==> src/rtl/ysyx_22040895_alu_seq_pkg.sv <==
// Shared opcode and FSM encodings for the ysyx_22040895 sequential execute unit.
package ysyx_22040895_alu_seq_pkg;

  localparam int unsigned XLEN_DEFAULT = 64;

  typedef enum logic [4:0] {
    ALU_OP_ADD    = 5'h00,
    ALU_OP_SUB    = 5'h01,
    ALU_OP_SLT    = 5'h02,
    ALU_OP_SLL    = 5'h03,
    ALU_OP_SRL    = 5'h04,
    ALU_OP_SRA    = 5'h05,
    ALU_OP_AND    = 5'h06,
    ALU_OP_OR     = 5'h07,
    ALU_OP_XOR    = 5'h08,
    ALU_OP_SLTU   = 5'h09,
    ALU_OP_MUL    = 5'h10,
    ALU_OP_MULH   = 5'h11,
    ALU_OP_MULHSU = 5'h12,
    ALU_OP_MULHU  = 5'h13,
    ALU_OP_DIV    = 5'h14,
    ALU_OP_DIVU   = 5'h15,
    ALU_OP_REM    = 5'h16,
    ALU_OP_REMU   = 5'h17
  } alu_op_e;

  typedef enum logic [1:0] {
    ST_IDLE = 2'd0,
    ST_BUSY = 2'd1,
    ST_DONE = 2'd2
  } state_e;

  function automatic logic is_mop(input logic [4:0] op);
    return op[4:3] == 2'b10;
  endfunction

endpackage

==> src/rtl/ysyx_22040895_alu_seq_if.sv <==
// Request/response bundle between the EX stage and the sequential ALU.
interface ysyx_22040895_alu_seq_if
  import ysyx_22040895_alu_seq_pkg::*;
#(
  parameter int unsigned XLEN = XLEN_DEFAULT
);
  logic            flush_i;
  logic            in_valid_i;
  logic            in_ready_o;
  logic [4:0]      op_i;
  logic            word_i;
  logic [XLEN-1:0] op1_i;
  logic [XLEN-1:0] op2_i;
  logic            out_valid_o;
  logic            out_ready_i;
  logic [XLEN-1:0] result_o;
  logic            lt_o;
  logic            ltu_o;
  logic            zero_o;

  modport master (
    output flush_i, in_valid_i, op_i, word_i, op1_i, op2_i, out_ready_i,
    input  in_ready_o, out_valid_o, result_o, lt_o, ltu_o, zero_o
  );

  modport slave (
    input  flush_i, in_valid_i, op_i, word_i, op1_i, op2_i, out_ready_i,
    output in_ready_o, out_valid_o, result_o, lt_o, ltu_o, zero_o
  );
endinterface

==> src/rtl/ysyx_22040895_muldiv_iter.sv <==
// Iterative radix-2 shift-add multiplier / restoring divider on shared registers.
module ysyx_22040895_muldiv_iter
  import ysyx_22040895_alu_seq_pkg::*;
#(
  parameter int unsigned XLEN = XLEN_DEFAULT
) (
  input  logic            clk,
  input  logic            rst,
  input  logic            flush_i,
  input  logic            start_i,
  input  alu_op_e         op_i,
  input  logic            word_i,
  input  logic [XLEN-1:0] a_i,
  input  logic [XLEN-1:0] b_i,
  output logic            done_o,
  output logic [XLEN-1:0] result_o
);
  localparam int unsigned CW = $clog2(XLEN);

  function automatic logic [XLEN-1:0] sext32(input logic [31:0] v);
    return XLEN'($signed(v));
  endfunction

  logic            busy_q, busy_d;
  logic [CW-1:0]   cnt_q, cnt_d;
  logic [XLEN:0]   acc_q, acc_d;   // mul: product high half; div: partial remainder
  logic [XLEN-1:0] sh_q, sh_d;     // mul: multiplier bits; div: dividend in, quotient out
  logic [XLEN-1:0] opb_q, opb_d;
  logic            is_div_q, is_div_d, hi_q, hi_d, neg_q, neg_d, word_q, word_d;

  logic            a_sgn, b_sgn, a_neg, b_neg, s_div, s_hi;
  logic [XLEN-1:0] a_ext, b_ext, a_mag, b_mag;
  logic [XLEN:0]   it_acc, sum, trial;
  logic [XLEN-1:0] it_sh, div_val, res;
  logic [2*XLEN-1:0] prod;
  logic            ge;
  logic [CW-1:0]   last;

  always_comb begin
    a_sgn = (op_i == ALU_OP_MULH) | (op_i == ALU_OP_MULHSU) |
            (op_i == ALU_OP_DIV)  | (op_i == ALU_OP_REM);
    b_sgn = (op_i == ALU_OP_MULH) | (op_i == ALU_OP_DIV) | (op_i == ALU_OP_REM);
    a_ext = word_i ? (a_sgn ? sext32(a_i[31:0]) : XLEN'(a_i[31:0])) : a_i;
    b_ext = word_i ? (b_sgn ? sext32(b_i[31:0]) : XLEN'(b_i[31:0])) : b_i;
    a_neg = a_sgn & a_ext[XLEN-1];
    b_neg = b_sgn & b_ext[XLEN-1];
    a_mag = a_neg ? -a_ext : a_ext;
    b_mag = b_neg ? -b_ext : b_ext;
    s_div = op_i[2];
    s_hi  = s_div ? op_i[1] : (op_i[1:0] != 2'b00);
  end

  always_comb begin
    sum   = acc_q + (sh_q[0] ? {1'b0, opb_q} : '0);
    trial = {acc_q[XLEN-1:0], sh_q[XLEN-1]};
    ge    = trial >= {1'b0, opb_q};
    if (is_div_q) begin
      it_acc = ge ? trial - {1'b0, opb_q} : trial;
      it_sh  = {sh_q[XLEN-2:0], ge};
    end else begin
      it_acc = {1'b0, sum[XLEN:1]};
      it_sh  = {sum[0], sh_q[XLEN-1:1]};
    end
  end

  // Result is formed from this cycle's iteration output so the parent can capture it on the final edge.
  always_comb begin
    prod = {it_acc[XLEN-1:0], it_sh};
    if (word_q) prod = prod >> 32;
    if (neg_q)  prod = -prod;
    if (hi_q)   prod = word_q ? prod >> 32 : prod >> XLEN;
    div_val = hi_q ? it_acc[XLEN-1:0] : it_sh;
    if (neg_q) div_val = -div_val;
    res      = is_div_q ? div_val : prod[XLEN-1:0];
    result_o = word_q ? sext32(res[31:0]) : res;
  end

  always_comb begin
    last     = word_q ? CW'(31) : CW'(XLEN-1);
    done_o   = busy_q & (cnt_q == last);
    busy_d   = busy_q;
    cnt_d    = cnt_q;
    acc_d    = acc_q;
    sh_d     = sh_q;
    opb_d    = opb_q;
    is_div_d = is_div_q;
    hi_d     = hi_q;
    neg_d    = neg_q;
    word_d   = word_q;
    if (flush_i) begin
      busy_d = 1'b0;
      cnt_d  = '0;
    end else if (start_i) begin
      busy_d   = 1'b1;
      acc_d    = '0;
      sh_d     = s_div ? (word_i ? a_mag << 32 : a_mag) : b_mag;
      opb_d    = s_div ? b_mag : a_mag;
      is_div_d = s_div;
      hi_d     = s_hi;
      neg_d    = (s_div & s_hi) ? a_neg : (a_neg ^ b_neg);
      word_d   = word_i;
    end else if (busy_q) begin
      acc_d  = it_acc;
      sh_d   = it_sh;
      cnt_d  = done_o ? '0 : cnt_q + 1'b1;
      busy_d = ~done_o;
    end
  end

  always_ff @(posedge clk or posedge rst) begin
    if (rst) begin
      busy_q   <= 1'b0;
      cnt_q    <= '0;
      acc_q    <= '0;
      sh_q     <= '0;
      opb_q    <= '0;
      is_div_q <= 1'b0;
      hi_q     <= 1'b0;
      neg_q    <= 1'b0;
      word_q   <= 1'b0;
    end else begin
      busy_q   <= busy_d;
      cnt_q    <= cnt_d;
      acc_q    <= acc_d;
      sh_q     <= sh_d;
      opb_q    <= opb_d;
      is_div_q <= is_div_d;
      hi_q     <= hi_d;
      neg_q    <= neg_d;
      word_q   <= word_d;
    end
  end

endmodule

==> src/rtl/ysyx_22040895_alu_seq.sv <==
// Registered, handshaked EX-stage ALU: single-cycle base ops, iterative RV64M ops.
module ysyx_22040895_alu_seq
  import ysyx_22040895_alu_seq_pkg::*;
#(
  parameter int unsigned XLEN = XLEN_DEFAULT,
  parameter int unsigned SHW  = $clog2(XLEN)
) (
  input logic                    clk,
  input logic                    rst,
  ysyx_22040895_alu_seq_if.slave bus
);
  localparam bit              HAS_W = (XLEN == 64);
  localparam logic [XLEN-1:0] XMIN  = {1'b1, {(XLEN-1){1'b0}}};

  function automatic logic [XLEN-1:0] sext32(input logic [31:0] v);
    return XLEN'($signed(v));
  endfunction

  state_e          state_q, state_d;
  logic [XLEN-1:0] result_q, result_d;
  logic            lt_q, lt_d, ltu_q, ltu_d, zero_q, zero_d;

  alu_op_e         op;
  logic            wmode, accept, md_start, md_done;
  logic [XLEN-1:0] op1c, op2c, srl_src, sra_src, base_r, quick_res, dvd_e, fast_res, md_result;
  logic [SHW-1:0]  sh_amt;
  logic            cmp_lt, cmp_ltu, is_div, dz, ovf, fast, rem_sel;

  assign op    = alu_op_e'(bus.op_i);
  assign wmode = HAS_W & bus.word_i;

  assign bus.in_ready_o  = (state_q == ST_IDLE) | ((state_q == ST_DONE) & bus.out_ready_i);
  assign bus.out_valid_o = (state_q == ST_DONE);
  assign bus.result_o    = result_q;
  assign bus.lt_o        = lt_q;
  assign bus.ltu_o       = ltu_q;
  assign bus.zero_o      = zero_q;

  always_comb begin
    op1c    = wmode ? sext32(bus.op1_i[31:0]) : bus.op1_i;
    op2c    = wmode ? sext32(bus.op2_i[31:0]) : bus.op2_i;
    cmp_lt  = $signed(op1c) < $signed(op2c);
    cmp_ltu = op1c < op2c;
    sh_amt  = wmode ? SHW'(bus.op2_i[4:0]) : bus.op2_i[SHW-1:0];
    srl_src = wmode ? XLEN'(bus.op1_i[31:0]) : bus.op1_i;
    sra_src = op1c;
    case (op)
      ALU_OP_ADD:  base_r = bus.op1_i + bus.op2_i;
      ALU_OP_SUB:  base_r = bus.op1_i - bus.op2_i;
      ALU_OP_SLT:  base_r = XLEN'(cmp_lt);
      ALU_OP_SLL:  base_r = bus.op1_i << sh_amt;
      ALU_OP_SRL:  base_r = srl_src >> sh_amt;
      ALU_OP_SRA:  base_r = $signed(sra_src) >>> sh_amt;
      ALU_OP_AND:  base_r = bus.op1_i & bus.op2_i;
      ALU_OP_OR:   base_r = bus.op1_i | bus.op2_i;
      ALU_OP_XOR:  base_r = bus.op1_i ^ bus.op2_i;
      ALU_OP_SLTU: base_r = XLEN'(cmp_ltu);
      default:     base_r = '0;
    endcase
  end

  // Divide-by-zero and signed overflow bypass the iterator and finish in one cycle.
  always_comb begin
    is_div   = is_mop(bus.op_i) & bus.op_i[2];
    rem_sel  = (op == ALU_OP_REM) | (op == ALU_OP_REMU);
    dvd_e    = op1c;
    dz       = wmode ? (bus.op2_i[31:0] == '0) : (bus.op2_i == '0);
    ovf      = ((op == ALU_OP_DIV) | (op == ALU_OP_REM)) &
               (wmode ? (bus.op1_i[31:0] == 32'h8000_0000) & (bus.op2_i[31:0] == '1)
                      : (bus.op1_i == XMIN) & (bus.op2_i == '1));
    fast     = is_div & (dz | ovf);
    fast_res = dz ? (rem_sel ? dvd_e : '1) : (rem_sel ? '0 : dvd_e);
    if (fast)                  quick_res = fast_res;
    else if (is_mop(bus.op_i)) quick_res = '0;
    else                       quick_res = wmode ? sext32(base_r[31:0]) : base_r;
  end

  always_comb begin
    state_d  = state_q;
    result_d = result_q;
    lt_d     = lt_q;
    ltu_d    = ltu_q;
    zero_d   = zero_q;
    md_start = 1'b0;
    accept   = bus.in_valid_i & bus.in_ready_o & ~bus.flush_i;
    if (bus.flush_i) begin
      state_d = ST_IDLE;
    end else begin
      case (state_q)
        ST_BUSY: if (md_done) begin
          state_d  = ST_DONE;
          result_d = md_result;
          zero_d   = (md_result == '0);
        end
        ST_DONE: if (bus.out_ready_i) state_d = ST_IDLE;
        default: ;
      endcase
      if (accept) begin
        lt_d  = cmp_lt;
        ltu_d = cmp_ltu;
        if (is_mop(bus.op_i) & ~fast) begin
          state_d  = ST_BUSY;
          md_start = 1'b1;
        end else begin
          state_d  = ST_DONE;
          result_d = quick_res;
          zero_d   = (quick_res == '0);
        end
      end
    end
  end

  always_ff @(posedge clk or posedge rst) begin
    if (rst) begin
      state_q  <= ST_IDLE;
      result_q <= '0;
      lt_q     <= 1'b0;
      ltu_q    <= 1'b0;
      zero_q   <= 1'b0;
    end else begin
      state_q  <= state_d;
      result_q <= result_d;
      lt_q     <= lt_d;
      ltu_q    <= ltu_d;
      zero_q   <= zero_d;
    end
  end

  ysyx_22040895_muldiv_iter #(.XLEN(XLEN)) u_muldiv (
    .clk      (clk),
    .rst      (rst),
    .flush_i  (bus.flush_i),
    .start_i  (md_start),
    .op_i     (op),
    .word_i   (wmode),
    .a_i      (bus.op1_i),
    .b_i      (bus.op2_i),
    .done_o   (md_done),
    .result_o (md_result)
  );

endmodule

==> src/flat_wrapper.sv <==
// flat-port wrapper written by rule: the top's interface ports become plain ports
module ysyx_22040895_alu_seq_flat import ysyx_22040895_alu_seq_pkg::*;
#(
  parameter int unsigned XLEN = XLEN_DEFAULT,
  parameter int unsigned SHW  = $clog2(XLEN)
)
  (clk, rst, bus_flush_i, bus_in_valid_i, bus_op_i, bus_word_i, bus_op1_i, bus_op2_i, bus_out_ready_i, bus_in_ready_o, bus_out_valid_o, bus_result_o, bus_lt_o, bus_ltu_o, bus_zero_o);
  ysyx_22040895_alu_seq_if #(.XLEN(XLEN)) bus_i ();
  input logic clk;
  input logic rst;
  input wire logic [$bits(bus_i.flush_i)-1:0] bus_flush_i;
  input wire logic [$bits(bus_i.in_valid_i)-1:0] bus_in_valid_i;
  input wire logic [$bits(bus_i.op_i)-1:0] bus_op_i;
  input wire logic [$bits(bus_i.word_i)-1:0] bus_word_i;
  input wire logic [$bits(bus_i.op1_i)-1:0] bus_op1_i;
  input wire logic [$bits(bus_i.op2_i)-1:0] bus_op2_i;
  input wire logic [$bits(bus_i.out_ready_i)-1:0] bus_out_ready_i;
  output wire logic [$bits(bus_i.in_ready_o)-1:0] bus_in_ready_o;
  output wire logic [$bits(bus_i.out_valid_o)-1:0] bus_out_valid_o;
  output wire logic [$bits(bus_i.result_o)-1:0] bus_result_o;
  output wire logic [$bits(bus_i.lt_o)-1:0] bus_lt_o;
  output wire logic [$bits(bus_i.ltu_o)-1:0] bus_ltu_o;
  output wire logic [$bits(bus_i.zero_o)-1:0] bus_zero_o;
  assign bus_i.flush_i = bus_flush_i;
  assign bus_i.in_valid_i = bus_in_valid_i;
  assign bus_i.op_i = bus_op_i;
  assign bus_i.word_i = bus_word_i;
  assign bus_i.op1_i = bus_op1_i;
  assign bus_i.op2_i = bus_op2_i;
  assign bus_i.out_ready_i = bus_out_ready_i;
  assign bus_in_ready_o = bus_i.in_ready_o;
  assign bus_out_valid_o = bus_i.out_valid_o;
  assign bus_result_o = bus_i.result_o;
  assign bus_lt_o = bus_i.lt_o;
  assign bus_ltu_o = bus_i.ltu_o;
  assign bus_zero_o = bus_i.zero_o;
  ysyx_22040895_alu_seq #(.XLEN(XLEN), .SHW(SHW)) u_core (.clk(clk), .rst(rst), .bus(bus_i));
endmodule
==> config.mk <==
export PLATFORM = sky130hd
export DESIGN_NAME = ysyx_22040895_alu_seq_flat
export DESIGN_NICKNAME = d
export VERILOG_FILES = /design/src/rtl/ysyx_22040895_alu_seq_pkg.sv /design/src/rtl/ysyx_22040895_alu_seq_if.sv /design/src/rtl/ysyx_22040895_muldiv_iter.sv /design/src/rtl/ysyx_22040895_alu_seq.sv /design/src/flat_wrapper.sv
export SDC_FILE = /design/constraint.sdc
export NUM_CORES = 2
export LEC_CHECK = 0
export CORE_UTILIZATION = 35
export CTS_CLUSTER_SIZE = 12
export DETAILED_ROUTE_END_ITERATION = 7
export SETUP_SLACK_MARGIN = 0.2
export SYNTH_ARGS = -nofsm -noshare
export SYNTH_HDL_FRONTEND = slang
export SYNTH_SLANG_ARGS = --single-unit
==> constraint.sdc <==
create_clock -name clk -period 12.2 [get_ports clk]
set_input_delay 1.22 -clock clk [delete_from_list [all_inputs] [get_ports clk]]
set_output_delay 1.22 -clock clk [all_outputs]
set_load 0.01 [all_outputs]
Word level (Yosys, flattened, before mapping)
Index checks and enable logic that the tools add are counted.

Bits in registers: 273. Logic and storage cells: 163. Bits of input ports: 139. Output and inout bits: 69.

Shift operators: 3. Reduce and logical (&&, ||, !) cells: 15. $add $sub $neg: 9. Equal/unequal tests: 25. Muxes and demuxes: 65. Bitwise logic cells: 29. Magnitude comparators: 3.

Operators by type and width (count): $mux W64 (32); $pmux W64 S10 (1); $mux W65 (4); $mux W128 (2); $logic_not A64 Y1 (3); $neg A64 Y64 (3); $eq A64 B64 Y1 const B (2); $lt A64 B64 Y1 (2); $neg A128 Y128 (1); $add A65 B64 Y65 (1); $ge A65 B64 Y1 (1); $sub A65 B64 Y65 (1); $add A64 B64 Y64 (1); $and A64 B64 Y64 (1); $eq A32 B32 Y1 const B (2); $or A64 B64 Y64 (1); $shl A64 B6 Y64 (1); $shr A64 B6 Y64 (1); $sshr A64 B6 Y64 (1); $sub A64 B64 Y64 (1); $xor A64 B64 Y64 (1); $mux W6 (6); $logic_not A32 Y1 (1); $eq A5 B5 Y1 const B (5); other kinds (24) (74).

Longest topological paths before layout
Depth after elaboration: 15. Gate-level depth with buffers: 35. Mapped depth without buffers: 30.

Modules after synthesis
From an unflattened synthesis, not the netlist that was laid out.

Cells, all modules: 9353. Area, all modules: 65120.0 µm².

By module, submodules not included: ysyx_22040895_muldiv_iter (times used 1, cells an instance 5432, area an instance 36648.9 µm², sequential area each 5104.9 µm²); ysyx_22040895_alu_seq (times used 1, cells an instance 3921, area an instance 28471.1 µm², sequential area each 1726.7 µm²).

Worst setup path before layout
OpenSTA, ideal clock, no wires.

Path kind: input -> register. From: in bus_op2_i[0]. To: reg u_core.result_q[62] (netlist: u_core.bus.result_o[62]). Setup time: 0.119 ns. Data arrival time: 8.307 ns. Path slack: 3.774 ns. Required time: 12.081 ns. Stages on the path: 30. Buffers on the path: 8. Cell sequence: clkbuf_1 -> clkbuf_1 -> buf_2 -> buf_1 -> buf_1 -> clkbuf_1 -> buf_2 -> buf_2 -> nor3_1 -> nor2_1 -> xnor2_1 -> ha_1 -> inv_1 -> o21ai_0 -> a21oi_1 -> o21ai_0 -> a21oi_1 -> o21ai_0 -> a21oi_1 -> o21ai_0 -> a31o_2 -> a21oi_1 -> nor2_1 -> a2111oi_0 -> nor3_1 -> a21oi_1 -> mux2i_1 -> a221oi_1 -> o211ai_1 -> o21a_1.

Word-level cells in the longest chain between the ends: 10. Elaborated cells on any way between the ends: 26. Those cells by class: add/sub (2); eq/ne (2); shift (3); mux (10); bitwise (7); reduce/logical (2).

Ends and longest elaborated chain: start, declared (RTL line flat_wrapper.sv:16) `input wire logic [$bits(bus_i.op2_i)-1:0] bus_op2_i;`; branches (longest 8 deep; another with $sub A64 B64 Y64); $mux W64 (*) (RTL line ysyx_22040895_alu_seq.sv:101) `if (is_mop(bus.op_i) & ~fast) begin`; $mux W64 (*) (RTL line ysyx_22040895_alu_seq.sv:98) `if (accept) begin`; end signal, assigned (RTL line ysyx_22040895_alu_seq.sv:122) `result_q <= result_d;`; end, declared (RTL line ysyx_22040895_alu_seq.sv:20) `logic [XLEN-1:0] result_q, result_d;`.

Mark *: on every way between the ends. A chain may end at the register's enable or synchronous reset.

Final worst setup path
From: in bus_op2_i[0]. To: reg u_core.zero_q (netlist: u_core.bus.zero_o).

Word-level cells in the longest chain between the ends: 10. Elaborated cells on any way between the ends: 33. Those cells by class: add/sub (2); order compare (2); eq/ne (2); shift (3); mux (11); bitwise (10); reduce/logical (3).

Ends and longest elaborated chain: branches (longest 8 deep; another with $lt A64 B64 Y1); $mux W1 (*) (RTL line ysyx_22040895_alu_seq.sv:101); $mux W1 (*) (RTL line ysyx_22040895_alu_seq.sv:98); end signal, assigned (RTL line ysyx_22040895_alu_seq.sv:125) `zero_q <= zero_d;`; end, declared (RTL line ysyx_22040895_alu_seq.sv:21) `logic lt_q, lt_d, ltu_q, ltu_d, zero_q, zero_d;`.

Marks and branches as above.

==> out/qor_table.md <==
| Parameter | Value |
|---|---|
| Worst setup slack after layout | 2520 ps |
| Relative slew slack | -0.0856 |
| Post-placement worst setup slack | 2230 ps |
| Global Route Usage Sum | 0.502 |
| Worst Path Buf+Inv | 2 |
| Ports placed on the boundary | 208 |
| Required @ worst endpoint | 12740 ps |
| Fraction of final layout cells with drive strength greater than 1 | 0.0995 |
| FF+latch count, synth | 273 |
| Arrival time worst endpoint | 10220 ps |
| CP Max Fanout | 37 |
| Largest buffer count on any clock path | 3 |
| Worst reg2reg setup slack | 2600 ps |
| Yosys top cell by area | dfrtp_1 |
| Critical path's slowest cell | inv_1 |
| Count of synthesis-stage warnings from yosys | 0 |
| Mean post-synth cell area | 6.81 um^2 |
| Via density | 7.11 |
| Power density over cell area | 243 nW/um^2 |
| Category of cells accounting for the largest share of critical-path delay | compound AO/OA/AOI/OAI gates |
| DR iter-0 viols | 11800 |
| First-pass GRT wire length | 636000 um |
| Max-slew violation count | 10 |
| Worst R2R End | u_core.bus.zero_o |
| Fin cells | 11400 |
| EDFF count, synth | 0 |
| Gate Count Post-Synth | 9124 |
| DR DRC count | 27 |
| Worst clock skew on the final layout | 41.5 ps |
| Sum of net half-perimeters after detailed placement | 366000 um |
| Setup Fix Bufs, Post-CTS | 0 |
| Cells taking the most area after synthesis | dfrtp_1, ha_1, a21oi_1, o21ai_0, nor2_1 |
| Worst ir drop on vdd | 0.134 mV |
| Total area of sequential cells | 6850 um^2 |
| Routed len/inst | 41.1 um |
| Pin count of the biggest net entering global routing | 133 |
| Post-layout nets | 9536 |
| Setup Total Neg Slack | 0 ps |
| Total via count in the routed design | 81000 |
| TritonCTS Buffers | 36 |
| Critical register-to-register path startpoint | u_core.u_muldiv.opb_q[46] |
| Critical path start-end classification | in -> reg |
| Violated checks | design-rule violations, max-capacitance violations, max-slew violations |
| Flip-flop cell with the highest count after synthesis | dfrtp_1 |
| Placeable Area | 176000 um^2 |
| Most frequent cells after synthesis | nor2_1, nand2_1, a21oi_1, o21ai_0, clkbuf_1 |
| Number of setup violations in the final report | 0 |
| TritonCTS sink count | 273 |
| CP endpoint kind | register |
| Clock latency reported for the late side of the worst-skew pair | 630 ps |
| Hold Path Stages | 2 |
| Part of the Yosys area used for sequential elements | 0.110 |
| Path category of the worst min-delay check | reg -> reg |
| Synthesized cell area | 62200 um^2 |
| Die area | 179000 um^2 |
| Number of hold-slack violations in the final timing report | 0 |
| Antenna-violating nets left | 0 |
| Level count of the clock H-tree | 2 |
| Antenna violations before repair | 39 |
| Area of the multi-input gates | 51400 um^2 |
| Worst Hold End | u_core.u_muldiv.opb_q[61] |
| Starting density of the core | 0.353 |
| Type of element launching the critical path | primary input |
| Total of buffers placed on input and output ports | 207 |
| MaxCap Viol Count | 5 |
| Area delta synth->final | 10.9% |
| Share of Yosys cell area claimed by the top area cell type | 0.110 |
| Total wirelength of the detailed-routed design | 468000 um |
| Transition time at the pin with the least slew margin | 1610 ps |
| Chip height | 423 um |
| Die X | 423 um |
| Cell count after placement | 11300 |
| Start point of the worst hold path | u_core.u_muldiv.opb_q[61] |
| Post-CTS Hold Fix Bufs | 0 |
| Length in cells of the worst reg-to-reg path | 26 |
| GP Congestion | 1.11 |
| FFs w/ async S/R, synth | 1.00 |
| Root buffer cell | clkbuf_16 |
| Count of unique library cells instantiated by Yosys | 117 |
| Minimum clock period after layout | 9680 ps |
| Clock-pin slew on the worst setup and hold paths | 70 ps |
| Detailed-routing iteration count for the pre-antenna-repair pass | 8 |
| Number of placement rows | 154 |
| Leakage power figure | 26.6 nW |
| Most repeated cell in the gate-level netlist after synthesis | nor2_1 |
| Hold Worst Slack | 510 ps |
| Via count of the first global-routing pass | 75600 |
| Final global-route overflow total | 0 |
| Mapped Nets | 9655 |
| Gates resized, CTS repair | 0 |
| Delay of the slowest cell on the worst path | 660 ps |
| Result of the run | finished, violations left |
| # fillers | 19100 |
| CTS tree | done |
| Highest clock frequency the design can meet | 103 MHz |
| Setup repair after global routing missed its margin | no |
| Share of the clock period used by the worst path after layout | 0.793 |
## how the worst max path moves through the flow
stage	from	end	slack (ps)	depth (start not counted)
2_1_floorplan	rst	u_core.bus.lt_o	3460	1
3_3_place_gp	bus_op2_i[0]	u_core.bus.zero_o	2230	26
3_5_place_dp	bus_op2_i[0]	u_core.bus.zero_o	2230	26
4_1_cts	bus_op2_i[0]	u_core.bus.zero_o	2860	26
5_1_grt	bus_op2_i[0]	u_core.bus.zero_o	2310	26
6_report	bus_op2_i[0]	u_core.bus.zero_o	2520	26
## state kept, by name (all words and copies together) (netlist names)
name and count:
u_core.u_muldiv.cnt_q 6, u_core.state_q 2, u_core.u_muldiv.word_q 1, u_core.bus.lt_o 1, u_core.bus.zero_o 1, u_core.u_muldiv.acc_q 65
u_core.bus.ltu_o 1, u_core.u_muldiv.busy_q 1, u_core.u_muldiv.opb_q 64, u_core.u_muldiv.sh_q 64, u_core.bus.result_o 64, u_core.u_muldiv.is_div_q 1
u_core.u_muldiv.hi_q 1, u_core.u_muldiv.neg_q 1
## cells in the final DEF, fill, tap and decap left out, drive strengths merged, types with 177 or more instances in the layout
cell type and n:
nor3 269, xnor2 288, o21ai 817, inv 297
dfrtp 273, mux2i 232, nand4 177, buf 420
nand3 188, clkdlybuf4s50 198, nor2 1027, ha 389
a21oi 816, nand2 1027
## layout make-up
class,count,area share
inverter,299,0.0165
multi-input combinational,7776,0.745
sequential,273,0.0993
tap,2340,0.0424
clock inverter,17,0.00345
clock buffer,47,0.0145
antenna,28,0.00102
timing repair buffer,619,0.0776
## worst min-delay path, delay by kind of cell (launching register included)
kind	cells	cell delay, ps
DFF	1	370
AOI/OAI and AO/OA	1	60
and+or+nand+nor	1	50
## through the flow
step / instance area, um^2 / total power [mW] / utilization
2_1_floorplan: 62200 / 8.84 / -
3_3_place_gp: 67600 / 14.7 / 0.383
3_5_place_dp: 67600 / 14.6 / 0.383
4_1_cts: 68800 / 15.9 / 0.390
5_1_grt: 68900 / 17.0 / 0.391
6_report: 69000 / 16.7 / 0.391
## logic make-up (layout without fill, tap and decap cells)
logic type | after synthesis | after routing | share of synthesized area
xor+xnor | 375 | 375 | 0.0528
other cells | 0 | 28 | 0
buf+inv | 1075 | 982 | 0.0688
fa+ha+maj | 421 | 421 | 0.0839
simple gates | 3342 | 3342 | 0.252
compound gates | 3184 | 3184 | 0.333
mux | 454 | 454 | 0.0999
flops | 273 | 273 | 0.110
## layer usage
layer  vias to the layer above  wire length, um  global-route usage
li1                      33900                -                   -
met1                     39200           163000               0.558
met2                      5933           199000               0.764
met3                      1956            47100               0.129
met4                        24            58900               0.507
met5                         -              166            0.000538
## where the power goes
part / leakage [nW] / switching, mW / internal (mW)
Combinational: 22.7 / 9.74 / 4.04
Clock: 0.600 / 0.525 / 0.672
Sequential: 3.35 / 0.537 / 1.22
Power figures use the tool's default switching activity.
